## src/rtl/rvfi_bus_responder.sv

```systemverilog
// rtl/rvfi_bus_responder.sv - queued fetch/data responder with latency, stall injection and CSR fetch filter
module rvfi_bus_responder #(
  parameter int              XLEN        = 32,
  parameter int              DEPTH       = 4,
  parameter int              LATENCY     = 1,
  parameter bit              ALLOW_STALL = 1'b1,
  parameter bit              CSR_FILTER  = 1'b1,
  parameter logic [XLEN-1:0] NOP_WORD    = XLEN'(32'h00000013)
) (
  input  logic            i_clock,
  input  logic            i_reset,
  input  logic            i_req_valid,
  output logic            o_req_ready,
  input  logic            i_req_instr,
  input  logic [XLEN-1:0] i_req_addr,
  input  logic [XLEN-1:0] i_rand_rdata,
  input  logic            i_rand_stall,
  output logic            o_rsp_valid,
  input  logic            i_rsp_ready,
  output logic [XLEN-1:0] o_rsp_rdata,
  output logic            o_rsp_instr,
  output logic [XLEN-1:0] o_rsp_addr,
  output logic            o_csr_filtered,
  output logic [15:0]     o_filter_count
);

  localparam int PW = (DEPTH > 1) ? $clog2(DEPTH) : 1;
  localparam int CW = $clog2(DEPTH + 1);
  // The stored age is already one cycle ahead: an entry pushed with
  // LATENCY-1 reaches 0 exactly LATENCY cycles after its accept cycle.
  localparam int AW = (LATENCY > 1) ? $clog2(LATENCY) : 1;

  localparam logic [PW-1:0] LAST_PTR = PW'(DEPTH - 1);
  localparam logic [CW-1:0] FULL_CNT = CW'(DEPTH);
  localparam logic [AW-1:0] AGE_INIT = AW'(LATENCY - 1);

  typedef enum logic {S_IDLE, S_HOLD} state_t;

  state_t          r_state;
  state_t          w_state_next;

  logic            r_q_instr [DEPTH];
  logic [XLEN-1:0] r_q_addr  [DEPTH];
  logic [AW-1:0]   r_q_age   [DEPTH];
  logic [PW-1:0]   r_head;
  logic [PW-1:0]   r_tail;
  logic [CW-1:0]   r_count;
  logic [XLEN-1:0] r_hold_rdata;
  logic            r_hold_filt;
  logic [15:0]     r_filter_count;

  logic            w_full;
  logic            w_eligible;
  logic            w_stall;
  logic            w_present_new;
  logic            w_rsp_valid;
  logic            w_cap_filt;
  logic [XLEN-1:0] w_cap_rdata;
  logic            w_push;
  logic            w_pop;

  function automatic logic [PW-1:0] ptr_inc(input logic [PW-1:0] p);
    return (p == LAST_PTR) ? '0 : p + 1'b1;
  endfunction

  // SYSTEM words the core must never see: non-CSRRS CSR ops, and CSRRS
  // unless it is a plain read (rs1=x0) of cycle/time/instret or their high halves.
  function automatic logic csr_illegal(input logic [6:0]  opcode,
                                       input logic [2:0]  funct3,
                                       input logic [4:0]  rs1,
                                       input logic [11:0] csr);
    logic r;
    r = 1'b0;
    if (opcode == 7'b1110011) begin
      case (funct3)
        3'b001, 3'b011, 3'b101, 3'b110, 3'b111: r = 1'b1;
        3'b010: r = !((csr inside {12'hC00, 12'hC01, 12'hC02,
                                   12'hC80, 12'hC81, 12'hC82}) && (rs1 == 5'd0));
        default: r = 1'b0;
      endcase
    end
    return r;
  endfunction

  assign w_full        = (r_count == FULL_CNT);
  assign w_eligible    = (r_count != '0) && (r_q_age[r_head] == '0);
  assign w_stall       = ALLOW_STALL && i_rand_stall;
  assign w_present_new = !i_reset && (r_state == S_IDLE) && w_eligible && !w_stall;
  assign w_rsp_valid   = !i_reset && ((r_state == S_HOLD) || w_present_new);
  assign w_cap_filt    = CSR_FILTER && r_q_instr[r_head] &&
                         csr_illegal(i_rand_rdata[6:0], i_rand_rdata[14:12],
                                     i_rand_rdata[19:15], i_rand_rdata[31:20]);
  assign w_cap_rdata   = w_cap_filt ? NOP_WORD : i_rand_rdata;
  assign w_push        = i_req_valid && o_req_ready;
  assign w_pop         = w_rsp_valid && i_rsp_ready;

  // Presentation state register: HOLD while a presented response waits for the core
  always_ff @(posedge i_clock) begin
    if (i_reset) r_state <= S_IDLE;
    else         r_state <= w_state_next;
  end

  // Next state: enter HOLD on an unaccepted presentation, leave on acceptance
  always_comb begin
    w_state_next = r_state;
    case (r_state)
      S_IDLE:  if (w_present_new && !i_rsp_ready) w_state_next = S_HOLD;
      S_HOLD:  if (i_rsp_ready) w_state_next = S_IDLE;
      default: w_state_next = S_IDLE;
    endcase
  end

  // Outputs: live capture on the first presentation cycle, frozen copy while holding
  always_comb begin
    o_req_ready    = !i_reset && !w_full;
    o_rsp_valid    = w_rsp_valid;
    o_rsp_rdata    = '0;
    o_rsp_instr    = 1'b0;
    o_rsp_addr     = '0;
    o_csr_filtered = 1'b0;
    o_filter_count = i_reset ? 16'd0 : r_filter_count;
    if (w_rsp_valid) begin
      o_rsp_instr    = r_q_instr[r_head];
      o_rsp_addr     = r_q_addr[r_head];
      o_rsp_rdata    = (r_state == S_HOLD) ? r_hold_rdata : w_cap_rdata;
      o_csr_filtered = (r_state == S_HOLD) ? r_hold_filt  : w_cap_filt;
    end
  end

  // Request FIFO with per-entry ageing; pointers wrap at DEPTH
  always_ff @(posedge i_clock) begin
    if (i_reset) begin
      r_head  <= '0;
      r_tail  <= '0;
      r_count <= '0;
      for (int i = 0; i < DEPTH; i++) begin
        r_q_instr[i] <= 1'b0;
        r_q_addr[i]  <= '0;
        r_q_age[i]   <= '0;
      end
    end else begin
      for (int i = 0; i < DEPTH; i++) begin
        if (r_q_age[i] != '0) r_q_age[i] <= r_q_age[i] - 1'b1;
      end
      if (w_push) begin
        r_q_instr[r_tail] <= i_req_instr;
        r_q_addr[r_tail]  <= i_req_addr;
        r_q_age[r_tail]   <= AGE_INIT;
        r_tail            <= ptr_inc(r_tail);
      end
      if (w_pop) r_head <= ptr_inc(r_head);
      case ({w_push, w_pop})
        2'b10:   r_count <= r_count + 1'b1;
        2'b01:   r_count <= r_count - 1'b1;
        default: r_count <= r_count;
      endcase
    end
  end

  // Freeze the captured word and filter flag so the held response stays stable
  always_ff @(posedge i_clock) begin
    if (i_reset) begin
      r_hold_rdata <= '0;
      r_hold_filt  <= 1'b0;
    end else if (w_present_new) begin
      r_hold_rdata <= w_cap_rdata;
      r_hold_filt  <= w_cap_filt;
    end
  end

  // Count substitutions once per presentation, saturating
  always_ff @(posedge i_clock) begin
    if (i_reset) begin
      r_filter_count <= 16'd0;
    end else if (w_present_new && w_cap_filt && (r_filter_count != 16'hFFFF)) begin
      r_filter_count <= r_filter_count + 16'd1;
    end
  end

endmodule

```

## config.mk

```make
export PLATFORM = sky130hd
export DESIGN_NAME = rvfi_bus_responder
export DESIGN_NICKNAME = d
export VERILOG_FILES = /design/src/rtl/rvfi_bus_responder.sv
export SDC_FILE = /design/constraint.sdc
export NUM_CORES = 1
export LEC_CHECK = 0
export BUFFER_PORTS_ARGS = -buffer_cell sky130_fd_sc_hd__buf_4
export CELL_PAD_IN_SITES_DETAIL_PLACEMENT = 1
export CELL_PAD_IN_SITES_GLOBAL_PLACEMENT = 1
export CORE_MARGIN = 4
export CORE_UTILIZATION = 40
export DETAILED_ROUTE_END_ITERATION = 10
export PLACE_DENSITY = 0.78
export SLEW_MARGIN = 20
export SYNTH_ARGS = -nofsm -noshare
export SYNTH_HDL_FRONTEND = slang
export SYNTH_SLANG_ARGS = --single-unit
```

## constraint.sdc

```tcl
create_clock -name i_clock -period 4.3 [get_ports i_clock]
set_input_delay 0.43 -clock i_clock [delete_from_list [all_inputs] [get_ports i_clock]]
set_output_delay 0.43 -clock i_clock [all_outputs]
set_load 0.1 [all_outputs]
```

# == Word-level counts from Yosys, hierarchy flattened ==
# Memories as Yosys holds them, arrays and structs flattened. A register that Yosys moved wholly into a read port is not among the register bits.
# Index checks and enable logic that the tools add are counted.
# totals
romBits,0
memories,3
latchBits,0
out_inout_bits,84
word_cells,119
regBits,57
inputBits,70
ram_bits,136
# op_classes
n_div,0
muxes,49
eq_ne,19
mul,0
shifts,0
addsub,9
n_lt_le_gt_ge,0
bitwise_logic,6
reduce_logical,26
# memory_table
name,depth,word_bits,rd,rd_ports_with_merged_regs,wr,line_no,rtl
r_q_addr,4,32,1,1,4,43,logic [XLEN-1:0] r_q_addr [DEPTH];
r_q_age,4,1,5,1,5,44,logic [AW-1:0] r_q_age [DEPTH];
r_q_instr,4,1,1,1,4,42,logic r_q_instr [DEPTH];
# ops
op,count
two-way mux 32 bit,5
"equality test 12 bit, second input constant",6
OR reduction 32 bit,1
two-way mux 1 bit,30
two-way mux 2 bit,10
"adder 16 x 1 -> 16 bit, second input constant",1
two-way mux 16 bit,1
"inequality test 16 bit, second input constant",1
logical AND 1 bit,13
"equality test 3 bit, second input constant",4
"equality test 7 bit, second input constant",1
"equality test 2 bit, second input constant",3
"equality test 3 x 2 -> 1 bit, second input constant",2
one-hot mux 3 bit (2 select lines),1
nonzero test 6 bit,1
logical NOT 1 bit,5
logical NOT 5 bit,1
OR reduction 5 bit,1
"adder 2 x 1 -> 2 bit, second input constant",2
OR 1 bit,4
one-hot mux 1 bit (2 select lines),2
"subtractor 1 bit, second input constant",4
"adder 3 x 1 -> 3 bit, second input constant",1
"equality test 3 x 1 -> 1 bit, second input constant",1
7 further kinds,8

# == Depth between registers and ports, before layout ==
# Gate-level depths: netlist of run 1.
# depth
depth_word,10
depth_mapped,14

# == Least setup slack after synthesis of run 1 ==
# No wires, ideal clock.
# synth_timing
path_type,input to output
startpoint,in i_rand_rdata[23]
endpoint,out o_rsp_rdata[22]
arrival_ns,3.448
required_ns,3.870
cell_stages,8
path_slack_ns,0.422
cell_sequence,or4b_2 a21oi_1 a21o_1 buf_2 buf_2 buf_2 nand3_1 a21oi_1
# synth_between
elab_chain_len,10
word_cells_on_any_way,15
classes_between,eq/ne (6); mux (5); reduce/logical (4)
# synth_lines
item,line_no,rtl
from (decl),16,"input logic [XLEN-1:0] i_rand_rdata,"
equality test 12 bit,77,"3'b010: r = !((csr inside {12'hC00, 12'hC01, 12'hC02,"
nonzero test 6 bit *,77,
logical AND 1 bit *,78,"12'hC80, 12'hC81, 12'hC82}) && (rs1 == 5'd0));"
logical NOT 1 bit *,77,
one-hot mux 1 bit (2 select lines) *,75,case (funct3)
two-way mux 1 bit *,74,if (opcode == 7'b1110011) begin
logical AND 1 bit *,90,assign w_cap_filt = CSR_FILTER && r_q_instr[r_head] &&
two-way mux 32 bit *,93,assign w_cap_rdata = w_cap_filt ? NOP_WORD : i_rand_rdata;
two-way mux 32 bit *,125,o_rsp_rdata = (r_state == S_HOLD) ? r_hold_rdata : w_cap_rdata;
two-way mux 32 bit *,122,if (w_rsp_valid) begin
to (decl),20,"output logic [XLEN-1:0] o_rsp_rdata,"
# Every way passes the cells marked *; elsewhere a longest branch is shown, timed or not.

==> impl_metrics.env, run 1 <==
export IMPL_clock_skew_ns=0.0172
export IMPL_p_int_uw=3050
export IMPL_first_global_vias=7053
export IMPL_crit_path_start_kind="flip-flop"
export IMPL_slew_viol_final=0
export IMPL_rows=55
export IMPL_drt_iter0_markers=419
export IMPL_grt_pass1_wl_um=38900
export IMPL_ys_types=48
export IMPL_grt_util_met3_pct=4.27
export IMPL_p_per_area_mw_per_mm2=368
export IMPL_clockBufferDepth=2
export IMPL_slowest_stage="a21o_2"
export IMPL_clk_pin_slew_worst_paths_ns=0.08
export IMPL_ctsResizeCount=0
export IMPL_die_h_um=160
export IMPL_avgSynthCellArea_um2=11.5
export IMPL_critPathArrivalTime_ns=3.14
export IMPL_r2r_slack_ns=1.02
export IMPL_critPathKind="flip-flop to primary output"
export IMPL_ios=154
export IMPL_synthArstFlopShare_pct=0
export IMPL_synth_cells=798
export IMPL_status="complete, no violations"
export IMPL_tns_ns=0
export IMPL_drv_cap=0
export IMPL_crit_top_cell="buf_4"
export IMPL_slew_headroom_pct=55.8
export IMPL_num_nets_final=1011
export IMPL_cp_required_ns=3.87
export IMPL_switching_power_uw=1110
export IMPL_cts_hold_buf=0
export IMPL_drive_gt1_share_pct=28.2
export IMPL_cpPeakStageDelay_ns=0.58
export IMPL_cp_max_fo=34
export IMPL_yosysTopAreaCell="edfxtp_1"
export IMPL_grt_util_met1_pct=23.6
export IMPL_yosys_register_bits=195
export IMPL_fin_ws_ns=0.731
export IMPL_fin_crit_ns=3.57
export IMPL_yosysWarnings=0
export IMPL_gp_congestion=0.788
export IMPL_synth_most_common_cell="and2_1"
export IMPL_met2_usage_pct=34.1
export IMPL_grt_overflow=0
export IMPL_whs_path_depth=2
export IMPL_initial_core_util_pct=40.6
export IMPL_first_pass_iters=5
export IMPL_core_area_mm2=0.0226
export IMPL_dieArea_mm2=0.0255
export IMPL_finalCritPeriodShare_pct=83.0
export IMPL_grt_busiest_layer="met2"
export IMPL_crit_chain="buf_4, mux4_2, o2111ai_2, a21o_2, nand3_1, a21oi_1, buf_4"
export IMPL_regArea_mm2=0.00523
export IMPL_swShare_pct=26.7
export IMPL_antenna_found_initial=1
export IMPL_leakage_uw=0.00436
export IMPL_cts_sinks=195
export IMPL_numCtsBuffers=17
export IMPL_end_kind="primary output"
export IMPL_area_delta_synth_final_pct=22.9
export IMPL_grt_usage_pct=19.1
export IMPL_drt_wl_total_um=24100
export IMPL_root_buffer="clkbuf_16"
export IMPL_drc=0
export IMPL_fmax_mhz=280
export IMPL_multi_input_area_mm2=0.00370
export IMPL_seqPwrFrac_pct=51.0
export IMPL_place_hpwl_um=15500
export IMPL_synth_edf_count=132
export IMPL_antenna_left=0
export IMPL_nFillCells=2410
export IMPL_synth_top_cells_by_area="edfxtp_1 43%, dfxtp_1 14%, and2_1 11%"
export IMPL_wire_per_inst_um=19.6
export IMPL_ys_flop_type="edfxtp_1"
export IMPL_vias_per_cell=5.33
export IMPL_rsz0062_at_grt="false"
export IMPL_vias=6568
export IMPL_hold_path_endpoint="r_state$_SDFF_PP0_"
export IMPL_yosys_top_cells_count="165 x and2_1, 132 x edfxtp_1, 73 x nand2_1"
export IMPL_r2r_end="r_count[2]$_SDFFE_PP0P_"
export IMPL_peakVddDrop_v=0.000264
export IMPL_setup_viol=0
export IMPL_clockPowerShare_pct=40.4
export IMPL_grt_max_degree=45
export IMPL_final_hold_viol_count=0
export IMPL_reg2regPathDepth=11
export IMPL_combPwrFrac_pct=8.6
export IMPL_hp_class="input pin to flip-flop"
export IMPL_n_antenna_cell=0
export IMPL_yosys_area_top_type_share_pct=43.1
export IMPL_place_port_buffers=153
export IMPL_die_w_um=160
export IMPL_cts_tree="yes"
export IMPL_ys_seq_area_share_pct=56.8
export IMPL_clk_insertion_delay_late_ns=0.45
export IMPL_post_cts_setup_buffers=0
export IMPL_dpl_worst_slack_ns=0.892
export IMPL_worst_pin_slew_ns=0.664
export IMPL_syn_area_mm2=0.00919
export IMPL_min_delay_start="i_rsp_ready"
export IMPL_htreeDepth=4
routing by layer:
metal	wire length, um	vias up
met2	12500	149
met1	10300	3307
met5	15	-
met3	954	19
met4	327	2
li1	-	3091
how the worst max path moves through the flow:
stage | start | end | slack [ns] | cells past startpoint
2_1_floorplan | i_rand_rdata[23] | o_rsp_rdata[22] | 0.42 | 8
3_3_place_gp | i_reset | r_count[2]$_SDFFE_PP0P_ | 0.98 | 12
3_5_place_dp | i_reset | r_count[2]$_SDFFE_PP0P_ | 0.89 | 12
4_1_cts | flip-flop | o_rsp_rdata[24] | 0.70 | 7
5_1_grt | flip-flop | o_rsp_rdata[24] | 0.49 | 7
6_report | flip-flop | o_rsp_rdata[24] | 0.73 | 7
final cells by class:
cell class	count	area share, %
sequential	195	46.3
clock inverter	15	1.82
tap	285	3.16
multi-input combinational	536	32.7
clock buffer	17	3.77
timing repair buffer	172	11.8
inverter	13	0.476
per-stage QoR:
stage | std cells | instance area [um2] | utilization (%) | power (uW) | hold WS (ns)
after global placement | 1201 | 10700 | 47.1 | 2510 | 0.442
after global routing | 1233 | 11300 | 49.9 | 4320 | 0.186
final | 1233 | 11300 | 49.9 | 4160 | 0.192
after floorplan | 801 | 9200 | - | 2360 | 0.436
after detailed placement | 1201 | 10700 | 47.1 | 2530 | 0.448
after CTS | 1233 | 11300 | 49.9 | 4200 | 0.182
flip-flops by register name, indices dropped and copies added, names as in the netlist, named ones only:
register	count
r_head	2
r_tail	2
r_filter_count	16
r_hold_rdata	32
r_q_age	4
r_q_instr	4
r_count	3
r_q_addr	128
r_state	1
r_hold_filt	1
kinds of logic (layout without fill, tap and decap cells):
kind of cell | Yosys count | in the layout | share of synthesized area [%]
compound gates | 84 | 84 | 5.06
buf+inv | 70 | 217 | 3.38
fa+ha+maj | 6 | 6 | 0.898
flops | 195 | 195 | 56.8
mux | 54 | 54 | 10.7
xor+xnor | 2 | 2 | 0.191
simple gates | 386 | 386 | 22.9
other cells | 1 | 4 | 0.0408
placed cells by master, fill, tap and decap left out, types with 6 or more instances in the layout:
cell / n
inv_1: 12
nand2_1: 73
mux4_2: 34
dfxtp_1: 61
nor3_1: 10
mux2i_1: 7
a21oi_1: 68
mux2_2: 13
nor2_1: 28
clkbuf_16: 17
nor4_1: 6
buf_4: 169
nor2b_1: 16
and2_1: 165
nand3_1: 59
edfxtp_1: 132
power by group through the flow:
stage	Clock, uW	Sequential [uW]	Combinational (uW)
6_report	1680	2120	356
3_5_place_dp	0	2170	360
5_1_grt	1800	2130	388
3_3_place_gp	0	2160	352
4_1_cts	1720	2120	362
2_1_floorplan	0	2150	211
worst max-delay path: cells and delay by family (launching register included):
kind | cells | cell delay, ns
compound gates | 3 | 1.00
buf+inv | 2 | 0.78
mux | 1 | 0.44
flops | 1 | 0.34
simple gates | 1 | 0.14
No activity file was read; power rests on OpenSTA's default activity.
==> run 2: changes to the inputs <==
ABC_AREA = 1   (was unset)
PLACE_DENSITY = 0.81   (was 0.78)
clock period = 3.7 ns   (was 4.3 ns; I/O delays follow)
==> run 2 against run 1 <==
Against the previous run: via count grew 20%; critical path type unchanged; routed wire length increased by 12%; first-iteration DRC count up 28%; design area decreased by 1.4%.
==> impl_metrics.env, run 2 <==
export IMPL_drive_gt1_share_pct=18.7
export IMPL_peakVddDrop_v=0.000295
export IMPL_p_per_area_mw_per_mm2=437
export IMPL_rsz0062_at_grt="false"
export IMPL_num_nets_final=1273
export IMPL_end_kind="primary output"
export IMPL_status="complete, no violations"
export IMPL_n_antenna_cell=0
export IMPL_yosys_area_top_type_share_pct=43.3
export IMPL_grt_usage_pct=21.5
export IMPL_ys_seq_area_share_pct=57.1
export IMPL_final_hold_viol_count=0
export IMPL_ys_types=34
export IMPL_fin_ws_ns=0.290
export IMPL_largest_reg_flops=128
export IMPL_die_h_um=159
export IMPL_yosys_register_bits=195
export IMPL_initial_core_util_pct=40.5
export IMPL_largestRegisters="r_q_addr: 128 flops, r_hold_rdata: 32 flops, r_filter_count: 16 flops"
export IMPL_drv_cap=0
export IMPL_first_global_vias=8485
export IMPL_setup_viol=0
export IMPL_avgSynthCellArea_um2=8.55
export IMPL_leakage_uw=0.00469
export IMPL_grt_overflow=0
export IMPL_drt_wl_total_um=27100
export IMPL_cts_sinks=195
export IMPL_antenna_left=0
export IMPL_crit_path_start_kind="flip-flop"
export IMPL_fin_crit_ns=3.41
export IMPL_cts_tree="yes"
export IMPL_clock_skew_ns=0.0151
export IMPL_crit_chain="inv_2, buf_4, nor2_1, nor2_1, o21ai_1, nor2_2, nand2_2, nand2_1, a21oi_1, buf_4"
export IMPL_place_hpwl_um=17100
export IMPL_slowest_stage="dfxtp_4"
export IMPL_critPathKind="flip-flop to primary output"
export IMPL_layout_commonest_cell="nor2_1"
export IMPL_numCtsBuffers=17
export IMPL_root_buffer="clkbuf_16"
export IMPL_fin_util_pct=49.3
export IMPL_cp_max_fo=40
export IMPL_yosysWarnings=0
export IMPL_cts_hold_buf=0
export IMPL_top_register="r_q_addr"
export IMPL_die_w_um=159
export IMPL_final_cell_mix="312 x nor2_1, 169 x buf_4, 132 x edfxtp_1"
export IMPL_slew_viol_final=0
export IMPL_nFillCells=2694
export IMPL_critPathArrivalTime_ns=3.04
export IMPL_clk_pin_slew_worst_paths_ns=0.07
export IMPL_grt_pass1_wl_um=44200
export IMPL_fmax_mhz=293
export IMPL_cp_num_buf_inv=3
export IMPL_drt_iter0_markers=536
export IMPL_drc=0
export IMPL_clk_insertion_delay_late_ns=0.44
export IMPL_wire_per_inst_um=18.1
export IMPL_antenna_found_initial=0
export IMPL_grt_max_degree=79
export IMPL_syn_area_mm2=0.00914
export IMPL_synth_edf_count=132
export IMPL_cpPeakStageDelay_ns=0.58
export IMPL_hp_class="input pin to flip-flop"
export IMPL_critPathTopFamily="simple AND/OR/NAND/NOR gates"
export IMPL_first_pass_iters=4
export IMPL_yosys_top_cells_count="312 x nor2_1, 132 x edfxtp_1, 116 x a21oi_1"
export IMPL_synthArstFlopShare_pct=0
export IMPL_ios=154
export IMPL_synth_most_common_cell="nor2_1"
export IMPL_gp_congestion=0.790
export IMPL_synth_top_cells_by_area="edfxtp_1 43%, dfxtp_1 14%, nor2_1 13%"
export IMPL_worst_pin_slew_ns=1.05
export IMPL_fin_hold_ws_ns=0.120
export IMPL_area_delta_synth_final_pct=21.8
export IMPL_vias=7877
export IMPL_place_port_buffers=153
export IMPL_dieArea_mm2=0.0253
export IMPL_core_area_mm2=0.0226
export IMPL_synth_cells=1070
export IMPL_yosysTopAreaCell="edfxtp_1"
export IMPL_vias_per_cell=5.27
export IMPL_finalCritPeriodShare_pct=92.2
export IMPL_cp_required_ns=3.33
export IMPL_dpl_worst_slack_ns=0.492
export IMPL_htreeDepth=4
export IMPL_rows=55
export IMPL_slew_headroom_pct=29.8
export IMPL_clockBufferDepth=2
export IMPL_ys_flop_type="edfxtp_1"
run 2: power by group:
part / total [uW] / leakage [uW] / internal [uW] / switching, uW
registers: 2510 / 0.00187 / 2470 / 43.1
clock network: 1900 / 0.000291 / 1020 / 882
logic: 455 / 0.00252 / 136 / 319
run 2: path summary, 6_finish.rpt:
path	from	to	slack [ns]	depth (start not counted)
max reg2reg	flip-flop	r_count[2]$_SDFFE_PP0P_	0.71	17
max	flip-flop	o_rsp_rdata[19]	0.29	10
min	i_rsp_ready	r_state$_SDFF_PP0_	0.12	2
min reg2reg	r_hold_filt$_SDFFE_PP0P_	r_hold_filt$_SDFFE_PP0P_	0.48	2
run 2: timing repair:
item | in CTS | in global routing
gates resized for setup | 0 | 2
setup endpoints to repair | 0 | 27
setup buffers | 0 | 0
run 2: metal layers:
metal	vias up	routed length, um	global-route usage [%]
met5	-	0	0
met4	0	542	6.55
met3	41	1220	3.70
met2	184	14100	39.0
met1	3851	11300	26.1
li1	3801	-	-
run 2: layout make-up:
type,instances,area [um2],share of cell area [%]
Clock buffer,18,429,3.85
Sequential cell,195,5230,46.9
Tap cell,285,357,3.20
Inverter,85,320,2.88
Timing Repair Buffer,172,1320,11.9
Multi-Input combinational cell,726,3320,29.8
Clock inverter,14,165,1.48
run 2: cell families after synthesis:
kind of cell / synth area share (%)
buffers and inverters: 6.83
other: 0.0410
xor gates and xnor gates: 0.862
DFF: 57.1
AOI/OAI and AO/OA: 14.3
adders and majority gates: 0.903
and+or+nand+nor: 19.9
run 2: metrics by stage:
step	instance area (um2)	TNS, ns	cells	power [uW]
floorplan	9170	-5.30	1073	2820
global placement	10500	0	1463	2990
detailed placement	10500	0	1463	3010
CTS	11100	0	1495	4890
global route	11100	0	1495	5050
finish	11100	0	1495	4870
==> run 3: changes to the inputs <==
CELL_PAD_IN_SITES_DETAIL_PLACEMENT = unset   (was 1)
CELL_PAD_IN_SITES_GLOBAL_PLACEMENT = unset   (was 1)
PLACE_DENSITY = 0.65   (was 0.81)
==> run 3 against run 2 <==
Against the previous run: combinational power is 3% lower; sequential share of layout area down 0.091 points; sequential power is essentially flat; cell count increased by 0.13%; core utilization up 0.072 points; clock skew increased by 0.00057 ns; clock-buffer cell count down 1; non-clock buffer count grew 2; critical path type unchanged.
==> impl_metrics.env, run 3 (synthesized netlist as in run 2, its figures left out) <==
export IMPL_peakVddDrop_v=0.000339
export IMPL_ios=154
export IMPL_vias_per_cell=5.08
export IMPL_initial_core_util_pct=40.5
export IMPL_grt_util_met1_pct=24.1
export IMPL_worst_pin_slew_ns=0.963
export IMPL_p_per_area_mw_per_mm2=431
export IMPL_ctsResizeCount=0
export IMPL_drive_gt1_share_pct=19.0
export IMPL_grt_busiest_layer="met2"
export IMPL_drt_iter0_markers=662
export IMPL_final_cell_mix="312 x nor2_1, 173 x buf_4, 132 x edfxtp_1"
export IMPL_cp_required_ns=3.33
export IMPL_finalCritPeriodShare_pct=91.7
export IMPL_num_nets_final=1275
export IMPL_setup_viol=0
export IMPL_cts_sinks=195
export IMPL_fmax_mhz=295
export IMPL_finalPower_uw=4810
export IMPL_clk_pin_slew_worst_paths_ns=0.07
export IMPL_clockBufferDepth=2
export IMPL_crit_path_start_kind="flip-flop"
export IMPL_status="complete, no violations"
export IMPL_rows=55
export IMPL_place_port_buffers=153
export IMPL_clk_insertion_delay_late_ns=0.44
export IMPL_end_kind="primary output"
export IMPL_leakage_uw=0.00470
export IMPL_critPathKind="flip-flop to primary output"
export IMPL_grt_util_met3_pct=3.44
export IMPL_drv_cap=0
export IMPL_grt_usage_pct=18.1
export IMPL_final_hold_viol_count=0
export IMPL_numCtsBuffers=17
export IMPL_drt_wl_total_um=23200
export IMPL_place_hpwl_um=14700
export IMPL_die_w_um=159
export IMPL_grt_overflow=0
export IMPL_drc=0
export IMPL_vias=7603
export IMPL_area_delta_synth_final_pct=22.0
export IMPL_tns_ns=0
export IMPL_post_cts_setup_buffers=0
export IMPL_antenna_found_initial=0
export IMPL_core_area_mm2=0.0226
export IMPL_die_h_um=159
export IMPL_grt_max_degree=79
export IMPL_first_pass_iters=5
export IMPL_first_global_vias=7389
export IMPL_wire_per_inst_um=15.5
export IMPL_hp_class="input pin to flip-flop"
export IMPL_cts_tree="yes"
export IMPL_critPathArrivalTime_ns=3.02
export IMPL_slew_viol_final=0
export IMPL_gp_congestion=0.838
export IMPL_slew_headroom_pct=35.8
export IMPL_fin_crit_ns=3.39
export IMPL_clock_skew_ns=0.0156
export IMPL_grt_pass1_wl_um=37500
export IMPL_antenna_left=0
export IMPL_largest_reg_flops=128
export IMPL_n_antenna_cell=0
export IMPL_cts_hold_buf=0
export IMPL_dieArea_mm2=0.0253
export IMPL_cp_max_fo=34
export IMPL_rsz0062_at_grt="false"
export IMPL_largestRegisters="r_q_addr: 128 flops, r_hold_rdata: 32 flops, r_filter_count: 16 flops"
export IMPL_htreeDepth=4
export IMPL_root_buffer="clkbuf_16"
export IMPL_met2_usage_pct=30.2
export IMPL_top_register="r_q_addr"
export IMPL_layout_commonest_cell="nor2_1"
## run 3: per-layer routing
layer	vias to the layer above	wire length [um]	share of wire (%)
met3	24	1270	5.5
met1	3555	10400	45
met4	0	378	1.6
met2	214	11200	48
li1	3810	-	-
met5	-	0	0
## run 3: worst paths after layout
path	start	endpoint	slack (ns)	cells after the start
hold / removal	i_rsp_ready	r_state$_SDFF_PP0_	0.11	2
setup / recovery	flip-flop	o_rsp_rdata[16]	0.31	10
hold reg to reg	r_hold_filt$_SDFFE_PP0P_	r_hold_filt$_SDFFE_PP0P_	0.46	2
setup reg to reg	flip-flop	r_count[2]$_SDFFE_PP0P_	0.53	18
## run 3: critical path, cell delays in order, from the launching register on
cell and delay, ns:
dfxtp_1 0.31, buf_4 0.22, inv_2 0.08, buf_4 0.39, o21ai_1 0.16, o21ai_1 0.20, nor2_2 0.09, nand2_2 0.42
nand2_1 0.14, a21oi_1 0.24, buf_4 0.33
## run 3: stage by stage
stage / cell area [um2] / utilization, % / hold slack (ns) / std cells / setup slack, ns
after floorplan: 9170 / - / 0.442 / 1073 / -0.0984
after global placement: 10500 / 46.7 / 0.471 / 1465 / 0.661
after detailed placement: 10500 / 46.7 / 0.460 / 1465 / 0.582
after CTS: 11200 / 49.4 / 0.0917 / 1497 / 0.303
after global routing: 11200 / 49.4 / 0.0954 / 1497 / 0.0368
final: 11200 / 49.4 / 0.109 / 1497 / 0.305
## run 3: report_power, final
group	switching (uW)	leakage, uW	internal, uW	total [uW]
registers	35.5	0.00187	2470	2500
clock network	896	0.000292	972	1870
logic	307	0.00253	136	442
## run 3: cell type report
cell class,instances,area [um2]
fillers,2141,11400
flip-flops and latches,195,5230
multi-input cells,726,3320
repair buffers,174,1320
clock buffers,17,425
well taps,285,357
inverters,85,320
clock inverters,15,189
